===== src/rtl/game_pkg.sv =====
// Shared types and the per-level zombie parameter table for the level sequencer.
// Table rows are levels 1..10; columns are zombie channels 0..3.
package game_pkg;

    typedef enum logic [2:0] {
        ST_TITLE     = 3'd0,
        ST_INTER     = 3'd1,
        ST_PLAY      = 3'd2,
        ST_PAUSED    = 3'd3,
        ST_WIN       = 3'd4,
        ST_GAME_OVER = 3'd5
    } state_t;

    typedef enum logic [2:0] {
        SCR_TITLE     = 3'd0,
        SCR_PLAY      = 3'd1,
        SCR_WIN       = 3'd2,
        SCR_GAME_OVER = 3'd3,
        SCR_INTER     = 3'd4,
        SCR_PAUSED    = 3'd5
    } screen_t;

    localparam int TBL_ROWS = 10;
    localparam int TBL_COLS = 4;
    localparam int TBL_W    = 10;

    localparam logic [TBL_W-1:0] TITLE_SPEED = 10'd0;
    localparam logic [TBL_W-1:0] TITLE_DELAY = 10'd240;

    localparam logic [TBL_W-1:0] SPEED_TBL [TBL_ROWS][TBL_COLS] = '{
        '{10'd2,  10'd3,  10'd4,  10'd5},
        '{10'd4,  10'd5,  10'd6,  10'd7},
        '{10'd6,  10'd7,  10'd8,  10'd9},
        '{10'd8,  10'd9,  10'd10, 10'd11},
        '{10'd10, 10'd11, 10'd12, 10'd13},
        '{10'd12, 10'd13, 10'd14, 10'd15},
        '{10'd14, 10'd15, 10'd16, 10'd17},
        '{10'd16, 10'd17, 10'd18, 10'd19},
        '{10'd18, 10'd19, 10'd20, 10'd21},
        '{10'd20, 10'd21, 10'd22, 10'd23}
    };

    localparam logic [TBL_W-1:0] DELAY_TBL [TBL_ROWS][TBL_COLS] = '{
        '{10'd180, 10'd170, 10'd160, 10'd150},
        '{10'd165, 10'd155, 10'd145, 10'd135},
        '{10'd150, 10'd140, 10'd130, 10'd120},
        '{10'd135, 10'd125, 10'd115, 10'd105},
        '{10'd120, 10'd110, 10'd100, 10'd90},
        '{10'd105, 10'd95,  10'd85,  10'd75},
        '{10'd90,  10'd80,  10'd70,  10'd60},
        '{10'd75,  10'd65,  10'd55,  10'd45},
        '{10'd60,  10'd50,  10'd40,  10'd30},
        '{10'd45,  10'd35,  10'd25,  10'd15}
    };

    // Levels past the table reuse the hardest row.
    function automatic logic [3:0] tbl_row(input logic [3:0] lvl);
        if (lvl > 4'(TBL_ROWS))
            return 4'(TBL_ROWS - 1);
        return 4'(lvl - 4'd1);
    endfunction

    function automatic logic [TBL_W-1:0] speed_lookup(input logic [3:0] lvl, input logic [1:0] col);
        if (lvl == 4'd0)
            return TITLE_SPEED;
        return SPEED_TBL[tbl_row(lvl)][col];
    endfunction

    function automatic logic [TBL_W-1:0] delay_lookup(input logic [3:0] lvl, input logic [1:0] col);
        if (lvl == 4'd0)
            return TITLE_DELAY;
        return DELAY_TBL[tbl_row(lvl)][col];
    endfunction

    function automatic screen_t screen_of(input state_t st);
        case (st)
            ST_INTER:     return SCR_INTER;
            ST_PLAY:      return SCR_PLAY;
            ST_PAUSED:    return SCR_PAUSED;
            ST_WIN:       return SCR_WIN;
            ST_GAME_OVER: return SCR_GAME_OVER;
            default:      return SCR_TITLE;
        endcase
    endfunction

endpackage


===== src/rtl/level_sequencer_edge_detect.sv =====
// Registered rising-edge detector for a level-sensitive button.
// The pulse appears the cycle after the input rises and lasts one cycle.
module edge_detect (
    input  logic Clk,
    input  logic Reset_h,
    input  logic din,
    output logic rise
);

    logic prev;

    always_ff @(posedge Clk) begin
        if (Reset_h) begin
            prev <= 1'b0;
            rise <= 1'b0;
        end else begin
            prev <= din;
            rise <= din & ~prev;
        end
    end

endmodule


===== src/rtl/level_sequencer.sv =====
// Game flow controller: title, intermission, play, pause, win and game-over screens,
// with per-level zombie speed/spawn-delay lookup.
module level_sequencer
    import game_pkg::*;
#(
    parameter int NUM_LEVELS   = 10,
    parameter int NUM_ZOMBIES  = 3,
    parameter int SPD_W        = 10,
    parameter int INTER_FRAMES = 120
) (
    input  logic                         Clk,
    input  logic                         Reset_h,
    input  logic                         frame_tick,
    input  logic                         Play,
    input  logic                         Pause,
    input  logic                         enemies,
    input  logic [3:0]                   player_health,
    output logic [3:0]                   level,
    output logic [2:0]                   event_screen,
    output logic                         new_level,
    output logic                         spawn_enable,
    output logic [NUM_ZOMBIES*SPD_W-1:0] zombie_speed,
    output logic [NUM_ZOMBIES*SPD_W-1:0] zombie_delay_spawn
);

    // A zero hold length would never expire, so it is stretched to one frame.
    localparam int INTER_EFF = (INTER_FRAMES < 1) ? 1 : INTER_FRAMES;
    localparam int CNT_W     = $clog2(INTER_EFF + 1);
    localparam logic [CNT_W-1:0] CNT_RELOAD = CNT_W'(INTER_EFF);
    localparam logic [CNT_W-1:0] CNT_ONE    = CNT_W'(1);
    localparam logic [3:0]       LAST_LEVEL = 4'(NUM_LEVELS);

    state_t           state, state_nx;
    logic [3:0]       level_q, level_nx;
    logic [CNT_W-1:0] cnt_q, cnt_nx;
    logic             new_level_nx;
    logic             play_rise, pause_rise;

    edge_detect u_play_edge (
        .Clk     (Clk),
        .Reset_h (Reset_h),
        .din     (Play),
        .rise    (play_rise)
    );

    edge_detect u_pause_edge (
        .Clk     (Clk),
        .Reset_h (Reset_h),
        .din     (Pause),
        .rise    (pause_rise)
    );

    always_comb begin
        state_nx     = state;
        level_nx     = level_q;
        cnt_nx       = cnt_q;
        new_level_nx = 1'b0;
        case (state)
            ST_TITLE: begin
                if (play_rise) begin
                    state_nx = ST_INTER;
                    level_nx = 4'd1;
                    cnt_nx   = CNT_RELOAD;
                end
            end
            ST_INTER: begin
                if (frame_tick) begin
                    if (cnt_q <= CNT_ONE) begin
                        state_nx     = ST_PLAY;
                        new_level_nx = 1'b1;
                        cnt_nx       = '0;
                    end else begin
                        cnt_nx = cnt_q - CNT_ONE;
                    end
                end
            end
            ST_PLAY: begin
                if (player_health == 4'd0) begin
                    state_nx = ST_GAME_OVER;
                    cnt_nx   = CNT_RELOAD;
                end else if (!enemies && level_q == LAST_LEVEL) begin
                    state_nx = ST_WIN;
                end else if (!enemies) begin
                    state_nx = ST_INTER;
                    level_nx = 4'(level_q + 4'd1);
                    cnt_nx   = CNT_RELOAD;
                end else if (pause_rise) begin
                    state_nx = ST_PAUSED;
                end
            end
            ST_PAUSED: begin
                if (pause_rise)
                    state_nx = ST_PLAY;
            end
            ST_WIN: begin
                if (play_rise) begin
                    state_nx = ST_INTER;
                    level_nx = 4'd1;
                    cnt_nx   = CNT_RELOAD;
                end
            end
            ST_GAME_OVER: begin
                // A restart press beats a hold expiring on the same cycle.
                if (play_rise) begin
                    state_nx = ST_INTER;
                    level_nx = 4'd1;
                    cnt_nx   = CNT_RELOAD;
                end else if (frame_tick) begin
                    if (cnt_q <= CNT_ONE) begin
                        state_nx = ST_TITLE;
                        level_nx = 4'd0;
                        cnt_nx   = '0;
                    end else begin
                        cnt_nx = cnt_q - CNT_ONE;
                    end
                end
            end
            default: begin
                state_nx = ST_TITLE;
                level_nx = 4'd0;
                cnt_nx   = '0;
            end
        endcase
    end

    always_ff @(posedge Clk) begin
        if (Reset_h) begin
            state     <= ST_TITLE;
            level_q   <= 4'd0;
            cnt_q     <= '0;
            new_level <= 1'b0;
        end else begin
            state     <= state_nx;
            level_q   <= level_nx;
            cnt_q     <= cnt_nx;
            new_level <= new_level_nx;
        end
    end

    assign event_screen = 3'(screen_of(state));
    assign spawn_enable = (state == ST_PLAY);
    assign level        = (state == ST_INTER || state == ST_PLAY || state == ST_PAUSED) ? level_q : 4'd0;

    // Channels beyond the table width share the last column.
    for (genvar z = 0; z < NUM_ZOMBIES; z++) begin : g_zombie
        localparam logic [1:0] COL = (z >= TBL_COLS) ? 2'(TBL_COLS - 1) : 2'(z);
        assign zombie_speed[z*SPD_W +: SPD_W]       = SPD_W'(speed_lookup(level_q, COL));
        assign zombie_delay_spawn[z*SPD_W +: SPD_W] = SPD_W'(delay_lookup(level_q, COL));
    end

endmodule


===== config.mk =====
export PLATFORM = sky130hd
export DESIGN_NAME = level_sequencer
export DESIGN_NICKNAME = d
export VERILOG_FILES = /design/src/rtl/game_pkg.sv /design/src/rtl/level_sequencer_edge_detect.sv /design/src/rtl/level_sequencer.sv
export SDC_FILE = /design/constraint.sdc
export NUM_CORES = 1
export LEC_CHECK = 0
export ABC_AREA = 1
export BUFFER_PORTS_ARGS = -buffer_cell sky130_fd_sc_hd__buf_2
export CORE_MARGIN = 10
export CORE_UTILIZATION = 44
export DETAILED_ROUTE_END_ITERATION = 6
export PLACE_DENSITY_LB_ADDON = 0.05
export SYNTH_ARGS = -nofsm -noshare
export SYNTH_HDL_FRONTEND = slang
export SYNTH_SLANG_ARGS = --single-unit
export TNS_END_PERCENT = 10

===== constraint.sdc =====
create_clock -name Clk -period 1.91 [get_ports Clk]
set_clock_uncertainty 0.05 [all_clocks]
set_input_delay 0.191 -clock Clk [delete_from_list [all_inputs] [get_ports Clk]]
set_output_delay 0.191 -clock Clk [all_outputs]
set_load 0.02 [all_outputs]

=== Word-level counts from Yosys, hierarchy flattened ===
Memories as Yosys holds them, arrays and structs flattened.
Index checks and enable logic that the tools add are counted.

* Add/sub/neg operators: 3
* Order comparisons: 3
* Equal/unequal tests: 18
* Mux-type cells: 49
* Bitwise operators: 9
* Reductions and logical operators: 13

{| class="wikitable"
|+ Operators with widths
! cell !! number
|-
| two-way mux 40 bit || 4
|-
| two-way mux 10 bit || 8
|-
| two-way mux 7 bit || 7
|-
| two-way mux 4 bit || 11
|-
| one-hot mux 7 bit (5 select lines) || 1
|-
| two-way mux 3 bit || 11
|-
| one-hot mux 3 bit (5 select lines) || 2
|-
| one-hot mux 4 bit (4 select lines) || 1
|-
| AND reduction 7 bit || 2
|-
| != test 2 bit, second input constant || 5
|-
| != test 3 x 2 -> 1 bit, second input constant || 3
|-
| logical NOT 4 bit || 2
|-
| less-or-equal comparator 7 x 1 -> 1 bit, second input constant || 1
|-
| subtractor 7 x 1 -> 7 bit, second input constant || 1
|-
| == test 3 x 2 -> 1 bit, second input constant || 2
|-
| == test 3 bit, second input constant || 2
|-
| NOT 1 bit || 6
|-
| >= comparator 5 bit, second input constant || 1
|-
| != test 5 x 2 -> 1 bit, second input constant || 1
|-
| NOT 4 -> 5 bit || 1
|-
| adder 4 x 1 -> 4 bit, second input constant || 1
|-
| == test 4 bit, second input constant || 1
|-
| greater-than comparator 4 bit, second input constant || 1
|-
| two-way mux 1 bit || 4
|-
| other kinds (12) || 16
|}

* Flip-flop bits (word level): 19
* Memory bits (read-only): 1,280
* Output and inout port bits: 69
* Word-level logic and storage cells: 105
* Memories kept: 2

{| class="wikitable"
|+ Memory list
! memory !! depth !! width !! read ports !! clocked after Yosys merged registers in !! write ports !! RTL line !! RTL
|-
| (no name shown) || 16 || 40 || 1 || 0 || 0 || game_pkg.sv:72 || <nowiki>return DELAY_TBL[tbl_row(lvl)][col];</nowiki>
|-
| (no name shown) || 16 || 40 || 1 || 0 || 0 || game_pkg.sv:66 || <nowiki>return SPEED_TBL[tbl_row(lvl)][col];</nowiki>
|}

=== Longest topological paths before layout ===
* Depth in word-level cells: 10
* Depth in mapped cells: 12

=== Hierarchy ===
From an unflattened synthesis, not the netlist that was laid out.

* Cells, all modules: 291
* Area total of the unflattened synthesis: 1,821.7 µm²

{| class="wikitable"
|+ Modules (own cells, without submodules)
! module !! times used !! cells an instance !! area an instance (µm²) !! seq. area each (µm²)
|-
| level_sequencer || 1 || 279 || 1,701.6 || 300.3
|-
| edge_detect || 2 || 6 || 60.1 || 40.0
|}

=== Worst setup path after synthesis ===
OpenSTA, ideal clock, no wires.

* Path kind: register -> output
* Start point: register level_q[0]
* End point: output zombie_delay_spawn[27]
* Arrival time: 2.027 ns
* Slack: -0.358 ns
* Cell stages (with the launch flop): 9
* Path buffers: 1
* Path through: dfxtp_1 inv_1 ha_1 nand2_1 o21ai_1 nand2_1 ha_1 o21ai_0 buf_4

* Cells in the longest elaborated chain, start to end: 10

{| class="wikitable"
|+ RTL lines
! item !! RTL line !! RTL
|-
| from (decl) || level_sequencer.sv:34 || <nowiki>logic [3:0] level_q, level_nx;</nowiki>
|-
| from (signal assigned) || level_sequencer.sv:134 || <nowiki>level_q <= level_nx;</nowiki>
|-
| greater-than comparator 4 bit || game_pkg.sv:58 || <nowiki>if (lvl > 4'(TBL_ROWS))</nowiki>
|-
| two-way mux 1 bit || game_pkg.sv:58 ||
|-
| two-way mux 1 bit || game_pkg.sv:72 ||
|-
| two-way mux 4 bit || game_pkg.sv:60 || <nowiki>return 4'(lvl - 4'd1);</nowiki>
|-
| two-way mux 4 bit || game_pkg.sv:72 ||
|-
| NOT 4 -> 5 bit (not written as such) || game_pkg.sv:72 ||
|-
| memory read (16 x 40 bit) || - ||
|-
| two-way mux 40 bit (not written as such) (2 in a row) || game_pkg.sv:72 ||
|-
| two-way mux 10 bit * || game_pkg.sv:72 ||
|-
| to (decl) || level_sequencer.sv:23 || <nowiki>output logic [NUM_ZOMBIES*SPD_W-1:0] zombie_delay_spawn</nowiki>
|}

Mark *: on every way between the ends. The rest lies on a longest branch, timed or not. The select of a mux whose other input is x is not followed.

=== Worst setup path in the final report ===
* Start point: register level_q[0]
* End point: output zombie_speed[23]

* Cells in the longest elaborated chain, start to end: 10

{| class="wikitable"
|+ RTL lines
! item !! RTL line !! RTL
|-
| greater-than comparator 4 bit || game_pkg.sv:58 ||
|-
| two-way mux 1 bit || game_pkg.sv:58 ||
|-
| two-way mux 1 bit || game_pkg.sv:66 ||
|-
| two-way mux 4 bit || game_pkg.sv:60 ||
|-
| two-way mux 4 bit || game_pkg.sv:66 ||
|-
| NOT 4 -> 5 bit (not written as such) || game_pkg.sv:66 ||
|-
| memory read (16 x 40 bit) || - ||
|-
| two-way mux 40 bit (not written as such) (2 in a row) || game_pkg.sv:66 ||
|-
| two-way mux 10 bit * || game_pkg.sv:66 ||
|-
| to (decl) || level_sequencer.sv:22 || <nowiki>output logic [NUM_ZOMBIES*SPD_W-1:0] zombie_speed,</nowiki>
|}

Marked as above.

==> impl_metrics.sql <==
INSERT INTO impl_metrics (metric_group, metric, value, unit) VALUES
('outcome', 'violations_in_the_final_reports', 'setup timing', ''),
('sta', 'timing_max_transition_violations_final', '0', ''),
('clocking', 'clockBufferDepth', '2', ''),
('route', 'num_vias', '1972', ''),
('sta', 'rsz_0062_raised_after_global_routing', 'yes', ''),
('synthesis', 'post_synth.cell_area_avg', '6.186', 'µm²'),
('final_layout', 'nNetsFinal', '398', ''),
('route', 'iter_0_drt_violations', '75', ''),
('route', 'detailedRoute.firstPassIterationCount', '4', ''),
('hold_path', 'min_from', 'Pause', ''),
('route', 'post_dr_vias_cell', '4.651', ''),
('pwr', 'power.leakage', '1.403', 'nW'),
('sta', 'max_freq', '0.4761', 'GHz'),
('setup_path', 'timing.reg2reg.worst_path_depth', '13', ''),
('floorplan', 'die_x', '85.38', 'µm'),
('sta', 'fin_hold_viols', '0', ''),
('sta', 'least_setup_slack_across_all_paths_after_layout', '-0.1906', 'ns'),
('hold_path', 'hold_path.class', 'input port to register', ''),
('setup_path', 'path_delay_family', 'adder cells', ''),
('setup_path', 'slowest_delay', '0.36', 'ns'),
('setup_path', 'timing.setup.critical_path_class', 'register to output pin', ''),
('route', 'postRouteWirelength', '5.360', 'mm'),
('placed_design', 'count_of_placed_standard_cells_including_taps', '411', ''),
('setup_path', 'critical_path_sink_type', 'output pin', ''),
('setup_path', 'reg2reg_setup_slack', '0.14', 'ns'),
('final_layout', 'layout.cells.most_common_list', 'nand2_1, inv_1, buf_4, buf_2, nor2_1', ''),
('final_layout', 'drive_gt1_share', '41.18', '%'),
('setup_path', 'maximum_fanout_along_the_worst_path', '3', ''),
('setup_path', 'critPathBufInv', '4', ''),
('synthesis', 'yosys_warnings', '0', ''),
('final_layout', 'postLayoutCoreUtil', '65.53', '%'),
('clocking', 'clk_pin_slew', '0.08', 'ns'),
('setup_path', 'critPathLaunchType', 'register', ''),
('clocking', 'cts_buffers', '3', ''),
('hold_path', 'min_delay_worst_endpoint', 'u_pause_edge.prev$_SDFF_PP0_', ''),
('setup_path', 'cp.required', '1.67', 'ns'),
('clocking', 'clk-insertion-delay-late', '0.27', 'ns'),
('placed_design', 'pre_cts_slack', '-0.03615', 'ns'),
('sta', 'timing.final.crit_period', '2.101', 'ns'),
('route', 'post_drt_wl_per_cell', '12.64', 'µm'),
('grt', 'antenna_found_initial', '0', ''),
('job', 'drv_cap', '0', ''),
('setup_path', 'critical_path_arrival', '1.86', 'ns'),
('outcome', 'outcome', 'complete, but fails checks', ''),
('grt', 'grt_pass1_vias', '1859', ''),
('setup_path', 'rr_endpoint', 'cnt_q[4]$_SDFFE_PP0P_', ''),
('floorplan', 'rows', '23', ''),
('hold_path', 'whs_path_depth', '3', ''),
('synthesis', 'synth_area', '0.001881', 'mm²'),
('pwr', 'power.ir.vdd_worst', '0.9655', 'mV'),
('placed_design', 'place.port_buffers', '55', ''),
('route', 'antenna_violating_nets_post_route', '0', ''),
('synthesis', 'netlist-cell-type-count', '30', ''),
('synthesis', 'synth-seq-area-share', '20.23', '%'),
('floorplan', 'fp.dieArea', '0.007289', 'mm²'),
('setup_path', 'critical_path.cell_chain', 'inv_4, buf_6, ha_4, xor2_2, nand2_1, inv_1, ha_1, nand2_2, nor2_4, buf_6', ''),
('floorplan', 'overall_die_height', '85.38', 'µm'),
('setup_path', 'worst_r2r_startpoint', 'level_q[0]$_SDFFE_PP0P_', ''),
('grt', 'global_route_wire_length_before_repair', '8.493', 'mm'),
('sta', 'final_setup_violation_count', '25', ''),
('floorplan', 'io_pins', '79', ''),
('final_layout', 'synthToLayoutAreaGrowth', '41.38', '%'),
('final_layout', 'nFillCells', '374', ''),
('clocking', 'ctsHtreeMaxLevel', '1', ''),
('route', 'route.detailed.drc', '0', ''),
('clocking', 'clk_root_buffer_cell', 'clkbuf_8', ''),
('floorplan', 'start_util', '46.35', '%'),
('final_layout', 'layout.cells.most_common', 'nand2_1', ''),
('setup_path', 'cpMaxStageDelayCell', 'dfxtp_2', ''),
('clocking', 'cts-hold-fix-buffers', '0', ''),
('synthesis', 'synth-seq-cells', '19', '');
-- repair_timing --
action                                  CTS  global route
setup buffers                             4             4
gates cloned                              0             1
endpoints found under the setup margin   32            42
resized for setup                        43            60
pin swaps                                10            21
-- cell families (layout without fill, tap and decap cells) --
kind of cell,after synthesis,after routing,synth area share [%]
buffers and inverters,88,136,24.82
flip-flops,19,19,20.23
adder cells (fa/ha/maj),13,13,8.650
XOR/XNOR,5,5,2.329
other,1,23,0.1994
AO/OA/AOI/OAI,29,29,8.982
AND/OR/NAND/NOR,149,149,34.80
-- registers in the layout (all words and copies together) (netlist names) --
name / count
level_q: 4
u_pause_edge.prev: 1
u_play_edge.rise: 1
u_play_edge.prev: 1
new_level: 1
u_pause_edge.rise: 1
state: 3
cnt_q: 7
-- layer usage --
| layer | global-route usage, % | vias up | share of wire (%) |
|---|---|---|---|
| met5 | 0 | - | 0 |
| met4 | 2.695 | 0 | 0.82 |
| met3 | 5.545 | 6 | 8.2 |
| met2 | 22.89 | 66 | 48 |
| met1 | 15.60 | 885 | 43 |
| li1 | - | 1015 | - |
-- worst max path at each step --
stage	end	cells after the start	slack [ns]	startpoint
after floorplan	zombie_speed[13]	9	-0.08	level_q[0]$_SDFFE_PP0P_
after global placement	zombie_delay_spawn[26]	11	0.02	level_q[0]$_SDFFE_PP0P_
after detailed placement	zombie_delay_spawn[26]	10	-0.04	level_q[1]$_SDFFE_PP0P_
after CTS	zombie_delay_spawn[15]	12	-0.21	level_q[0]$_SDFFE_PP0P_
after global routing	zombie_delay_spawn[12]	10	-0.33	level_q[0]$_SDFFE_PP0P_
final	zombie_speed[23]	10	-0.19	level_q[0]$_SDFFE_PP0P_
-- stage by stage --
stage / TNS, ns / cell area (µm²) / hold slack [ns]
floorplan: -0.3248 / 1992 / 0.2656
global placement: 0 / 2186 / 0.3253
detailed placement: -0.08289 / 2186 / 0.3314
CTS: -4.338 / 2406 / 0.08029
global route: -6.074 / 2659 / 0.1042
finish: -2.396 / 2659 / 0.08137
-- synth_stat cells, drive strengths merged --
master	count	share of area, %
nand4	5	1.7
inv	50	10
nand3	15	4.5
o22ai	1	0.33
nor3	5	1.3
clkbuf	1	0.20
nand2	86	18
o21ai	10	2.7
o211ai	2	0.80
dfxtp	19	20
conb	1	0.20
a21boi	1	0.60
nor2	37	8.7
xor2	5	2.3
buf	37	15
a21oi	14	4.1
o221ai	1	0.47
ha	13	8.6
or2	1	0.33
-- tightest hold or removal path: stages --
cell and delay, ns:
buf_2 0.07, inv_1 0.04, nor2_1 0.07
-- where the power goes --
group | switching [mW] | internal [mW]
registers | 0.105 | 0.508
logic | 2.93 | 1.96
clock network | 0.152 | 0.147
-- cell type report --
class | count | area [µm²] | share of cell area (%)
flip-flops and latches | 19 | 387.9 | 14.59
inverters | 50 | 197.7 | 7.435
clock buffers | 3 | 41.29 | 1.553
well taps | 50 | 62.56 | 2.353
clock inverters | 1 | 7.507 | 0.2824
multi-input cells | 219 | 1371 | 51.58
repair buffers | 82 | 590.6 | 22.21
No activity file was read; power rests on OpenSTA's default activity.
